`src/rtl/mem_access.sv`:
```
// MEM stage: one-cycle pass-through for ALU ops; loads/stores go over a req/ack bus (min 2 cycles, abort after TIMEOUT).
// Backpressure: Stall holds upstream while an access is outstanding and drops in the ack or abort cycle.
module mem_access #(
    parameter int TIMEOUT = 15,
    parameter int CNT_W   = 4
) (
    input  logic        Clk,
    input  logic        Rst,
    input  logic        RegWrite_i,
    input  logic        MemotoReg_i,
    input  logic        MemWrite_i,
    input  logic        MemRead_i,
    input  logic [15:0] Result_i,
    input  logic [15:0] DataIn_i,
    input  logic [3:0]  RegWriteIndex_i,
    output logic        MemReq,
    output logic        MemWe,
    output logic [15:0] MemAddr,
    output logic [15:0] MemWData,
    input  logic [15:0] MemRData,
    input  logic        MemAck,
    output logic        Stall,
    output logic        RegWrite_o,
    output logic [3:0]  RegWriteIndex_o,
    output logic [15:0] WbData_o,
    output logic        BusErr
);

    typedef enum logic {IDLE, ACCESS} state_t;

    localparam logic [CNT_W-1:0] CNT_MAX = CNT_W'(TIMEOUT - 1);

    state_t           state_q;
    logic [CNT_W-1:0] cnt_q;
    logic             rw_q;
    logic             m2r_q;
    logic [3:0]       idx_q;
    logic [15:0]      res_q;
    logic             mem_op;
    logic             at_limit;

    assign mem_op   = MemRead_i | MemWrite_i;
    assign at_limit = (cnt_q == CNT_MAX);

    // Stall is forced low during reset so upstream is never frozen by a discarded access.
    always_comb begin
        Stall = 1'b0;
        if (Rst) begin
            if (state_q == IDLE) Stall = mem_op;
            else                 Stall = !MemAck && !at_limit;
        end
    end

    always_ff @(posedge Clk or negedge Rst) begin
        if (!Rst) begin
            state_q         <= IDLE;
            cnt_q           <= '0;
            rw_q            <= 1'b0;
            m2r_q           <= 1'b0;
            idx_q           <= '0;
            res_q           <= '0;
            MemReq          <= 1'b0;
            MemWe           <= 1'b0;
            MemAddr         <= '0;
            MemWData        <= '0;
            RegWrite_o      <= 1'b0;
            RegWriteIndex_o <= '0;
            WbData_o        <= '0;
            BusErr          <= 1'b0;
        end else begin
            case (state_q)
                IDLE: begin
                    if (mem_op) begin
                        MemReq     <= 1'b1;
                        MemWe      <= MemWrite_i;
                        MemAddr    <= Result_i;
                        MemWData   <= DataIn_i;
                        rw_q       <= RegWrite_i;
                        m2r_q      <= MemotoReg_i;
                        idx_q      <= RegWriteIndex_i;
                        res_q      <= Result_i;
                        RegWrite_o <= 1'b0;
                        cnt_q      <= '0;
                        state_q    <= ACCESS;
                    end else begin
                        RegWrite_o      <= RegWrite_i;
                        RegWriteIndex_o <= RegWriteIndex_i;
                        WbData_o        <= Result_i;
                    end
                end
                ACCESS: begin
                    // Ack takes priority over an expiring counter.
                    if (MemAck) begin
                        MemReq          <= 1'b0;
                        state_q         <= IDLE;
                        RegWrite_o      <= rw_q;
                        RegWriteIndex_o <= idx_q;
                        WbData_o        <= m2r_q ? MemRData : res_q;
                    end else if (at_limit) begin
                        MemReq     <= 1'b0;
                        BusErr     <= 1'b1;
                        RegWrite_o <= 1'b0;
                        state_q    <= IDLE;
                    end else begin
                        cnt_q      <= cnt_q + CNT_W'(1);
                        RegWrite_o <= 1'b0;
                    end
                end
                default: state_q <= IDLE;
            endcase
        end
    end

endmodule

```
`config.mk`:
```
export PLATFORM = sky130hd
export DESIGN_NAME = mem_access
export DESIGN_NICKNAME = d
export VERILOG_FILES = /design/src/rtl/mem_access.sv
export SDC_FILE = /design/constraint.sdc
export NUM_CORES = 1
export LEC_CHECK = 0
export CAP_MARGIN = 10
export CORE_UTILIZATION = 37
export DETAILED_ROUTE_END_ITERATION = 10
export HOLD_SLACK_MARGIN = 0.06
export PLACE_DENSITY = 0.73
export SYNTH_ARGS = -nofsm -noshare
export SYNTH_HDL_FRONTEND = slang
export SYNTH_SLANG_ARGS = --single-unit
```
`constraint.sdc`:
```
create_clock -name Clk -period 1.2 [get_ports Clk]
set_input_delay 0.24 -clock Clk [delete_from_list [all_inputs] [get_ports Clk]]
set_output_delay 0.24 -clock Clk [all_outputs]
set_load 0.05 [all_outputs]
```
Yosys cells after proc, flatten, opt, wreduce, memory -nomap -nowiden
Cells that the tools add are included.
- bitwise logic cells: 3
- add/subtract/negate cells: 1
- reduce and logical (&&, ||, !) cells: 8
- eq/ne operators: 7
- muxes and demuxes: 24
- operators with widths (kind ; number):
    $mux 16 ; 3
    $pmux 16 s2 ; 1
    $mux 4 ; 5
    $pmux 4 s2 ; 2
    $mux 1 ; 10
    $ne 2x2->1 const B ; 5
    $pmux 1 s2 ; 3
    $reduce_and 2->1 ; 3
    $reduce_and 3->1 ; 2
    $add 4x1->4 const B ; 1
    $eq 4x4->1 const B ; 1
    $ne 3x2->1 const B ; 1
    $logic_not 1->1 ; 2
    $not 1->1 ; 2
    $logic_and 1x1->1 ; 1
    $or 1x1->1 ; 1
- register bits after elaboration: 67
- word-level logic and storage cells: 56
- bits of input ports: 59

Logic depth before layout (Yosys ltp)
- depth after elaboration: 5
- mapped depth: 5
- depth with buffers taken out: 5

Worst setup path before layout
OpenSTA, ideal clock, no wires.
- path type: flip-flop to output port
- start: register cnt_q[0]
- end: output port Stall
- arrival time: 1.541 ns
- stages on the path, launching flop included: 6
- path buffers: 0
- path slack: -0.581 ns
- path through: dfrtp_1 -> inv_1 -> ha_1 -> nand3_1 -> a21boi_2 -> nor2b_1
- cells in the longest elaborated chain, start to end: 5
- ends and longest elaborated chain (what ; line ; text):
    start, declared ; 34 ; logic [CNT_W-1:0] cnt_q;
    start signal, assigned ; 105 ; cnt_q <= cnt_q + CNT_W'(1);
    $eq 4x4->1 ; 43 ; assign at_limit = (cnt_q == CNT_MAX);
    $logic_not 1->1 ; 50 ; else Stall = !MemAck && !at_limit;
    $logic_and 1x1->1 ; 50 ;
    $mux 1 ; 49 ; if (state_q == IDLE) Stall = mem_op;
    $mux 1 ; 48 ; if (Rst) begin
    end, declared ; 22 ; output logic Stall,
No other way between the ends.

Worst setup path after layout
Ends and elaborated chain as after synthesis.

==> summary.md <==
| Metric | Value |
|---|---|
| Status | `finished with violations` |
| Failing checks | `negative setup slack` |
| Number of synthesized flops with an enable pin | `0` |
| Dpl ws | `-0.534 ns` |
| Synth cell count leaders | `dfrtp_1 (67), mux2_2 (39), nor2_1 (23), mux2i_1 (20), a221o_1 (16)` |
| Sequential share of the synthesized area | `0.577` |
| First-pass GRT wire length | `13.9 mm` |
| Std-Cell Core Area | `0.00741 mm^2` |
| Ys flop type | `dfrtp_1` |
| H-tree levels | `3` |
| Clock Pin Slew Worst Setup and Hold Paths | `0.08 ns` |
| #FFs+latches synth | `67` |
| Top cells by area, synth | `dfrtp_1 (58%), mux2_2 (15%), mux2i_1 (6.9%), a221o_1 (5.5%), nor2_1 (3.0%)` |
| Crit end category | `output pin` |
| Yosys top cell area share | `0.577` |
| Pleak | `2.51 nW` |
| Avg Vias per Cell | `5.14` |
| Iter 0 DRT Violations | `81` |
| Worst Setup Slack, final | `-0.470 ns` |
| Overall die height | `90.6 um` |
| Clock Tree Root | `clkbuf_8` |
| CP Max Fanout | `2` |
| Layout fillers | `479` |
| Largest net degree at the start of global routing | `68` |
| Nets | `440` |
| Worst-Margin Slew | `0.364 ns` |
| Max-slew headroom | `0.757` |
| CTS max path bufs | `2` |
| CP bufs+invs | `2` |
| RSZ-0062 raised after global routing | `yes` |
| Crit path max-delay family | `flip-flops` |
| Layout cells sized above 1 | `0.487` |
| # IOs | `116` |
| Die Wd | `90.6 um` |
| Async SR Flop Fraction | `1.00` |
| Clock sinks | `67` |
| Unique cell type count in the Yosys netlist | `27` |
| Post-DP Area | `0.00489 mm^2` |
| Cell at the slowest stage of the critical path | `dfrtp_1` |
| Final Cell Area | `0.00564 mm^2` |
| WP data required | `0.96 ns` |
| DRC | `0` |
| Final setup vio count | `65` |
| Cell with the most instances after synthesis | `dfrtp_1` |
| DRT Pass-1 Iters | `4` |
| Tot GR Track Use | `0.221` |
| Final min period | `1.67 ns` |
| Critical Path AT | `1.43 ns` |
| Clk_lat worst skew | `0.34 ns` |
| Wire per inst | `18.8 um` |
| Critical path, cell by cell | `inv_2 -> ha_4 -> nand3_4 -> a21boi_4 -> nor2b_4 -> buf_8` |
| Synthesized area per cell | `13.8 um^2` |
| Worst Setup Start Kind | `flip-flop` |
| DIE AREA | `0.00821 mm^2` |
| Synth area leader | `dfrtp_1` |
| Endpoints failing hold | `0` |
| Gpl congestion | `0.755` |
| Final Max Tran Viols | `0` |
| Via count | `2490` |
| CP max stage delay | `0.40 ns` |
| Post-route ant nets | `0` |
| Multi-input gate area | `0.00126 mm^2` |
| Vias in the first global route | `2682` |
| Cell Area, Synth | `0.00291 mm^2` |
| Row Count | `31` |
| MaxCap Viol Count | `0` |
| Area Overhead vs Synth | `94.0%` |
| Syn nets | `272` |
| Synth warn | `0` |
| Worst Hold Class | `in -> reg` |
| Fmax achieved | `0.599 GHz` |
| Register Area | `0.00168 mm^2` |
| Worst-case clock skew | `0.00968 ns` |
| Total grt overflow | `0` |
| PwrDens | `2770 mW/mm^2` |
| Syn Inst Count | `211` |
| CTS tree | `yes` |
| Post-detail-place hpwl | `5.34 mm` |
| Critical path class | `reg -> out` |
| Final period utilization | `1.39` |
| Drt total wl | `9.08 mm` |
| CTS Buf Count | `9` |
| Initial antenna violation count | `0` |
| Register-to-register setup slack | `-0.38 ns` |
| Port Buf Inserts | `115` |
| Initial cell density of the core | `0.392` |
| Max IR drop VDD | `1.43 mV` |
-- power by group --
part	total, mW	switching (mW)	internal [mW]
registers	4.23	1.05	3.18
clock network	1.82	0.866	0.954
logic	9.59	4.52	5.08
-- final cells by class --
class / instances / area share
diodes: 1 / 0.000444
clock buffers: 11 / 0.0233
clock inverters: 5 / 0.00954
inverters: 3 / 0.00266
multi-input cells: 129 / 0.223
flip-flops and latches: 67 / 0.298
well taps: 99 / 0.0220
repair buffers: 169 / 0.422
-- flip-flops by register name, indices dropped and copies added, names as in the netlist --
register / flops
rw_q: 1
res_q: 16
MemWData: 16
m2r_q: 1
WbData_o: 16
MemWe: 1
RegWriteIndex_o: 4
state_q: 1
cnt_q: 4
RegWrite_o: 1
idx_q: 4
MemReq: 1
BusErr: 1
-- layout by cell type, fill, tap and decap left out, drive strengths merged --
cell type,netlist,routed
buf,13,110
dfrtp,67,67
clkdlybuf4s50,0,55
mux2,39,39
nor2,23,23
mux2i,20,20
a221o,16,16
clkbuf,0,12
a211oi,4,4
o22ai,4,4
nand2,4,4
clkinv,0,4
inv,3,2
a21oi,1,2
o2bb2ai,2,2
dlygate4sd2,0,2
nand3,2,2
ha,2,2
diode,0,1
and2b,1,1
o21bai,1,1
a21boi,1,1
nor3,1,1
nor2b,1,1
or3,1,1
a41o,1,1
clkinvlp,0,1
nor4b,1,1
a31o,1,1
a31oi,1,1
o21ai,1,1
bufinv,0,1
dlygate4sd3,0,1
-- through the flow --
stage               instances  hold WS, ns  total power, mW   util  TNS [ns]
CTS                       468        0.489             15.3  0.738    -13.43
global placement          433        0.375             12.7  0.660    -32.04
floorplan                 211      -0.0556             8.24      -    -0.560
global route              483        0.503             16.2  0.761    -19.25
finish                    484        0.506             15.6  0.761    -16.53
detailed placement        433        0.383             12.8  0.660    -33.05
-- final timing paths --
| kind | startpoint | end | cells after the start |
|---|---|---|---|
| setup / recovery | cnt_q[0] | Stall | 6 |
| hold / removal | MemotoReg_i | m2r_q | 2 |
| setup reg to reg | cnt_q[0] | cnt_q[1] | 8 |
| hold reg to reg | idx_q[3] | idx_q[3] | 1 |
| max in group asynchronous | Rst | MemWData[4] | 3 |
| min in group asynchronous | Rst | RegWriteIndex_o[1] | 3 |
-- metal layers --
metal | up-vias | GRT usage | share of wire
met5 | - | 0 | 0
met4 | 0 | 0.108 | 0.020
met3 | 16 | 0.0572 | 0.061
met2 | 102 | 0.367 | 0.51
met1 | 1254 | 0.267 | 0.40
li1 | 1118 | - | -
-- cell families after synthesis --
family / synth area share
mux: 0.220
compound gates: 0.104
buf+inv: 0.0349
fa+ha+maj: 0.00861
simple gates: 0.0556
flops: 0.577
-- what timing repair did --
item,CTS,global route
endpoints found under the hold margin,67,0
hold buffers,1,0
setup endpoints to repair,67,84
resized for setup,31,23
buffers inserted,12,21
gates cloned,7,1
pin swaps,9,7
No activity file was read; power rests on OpenSTA's default activity.
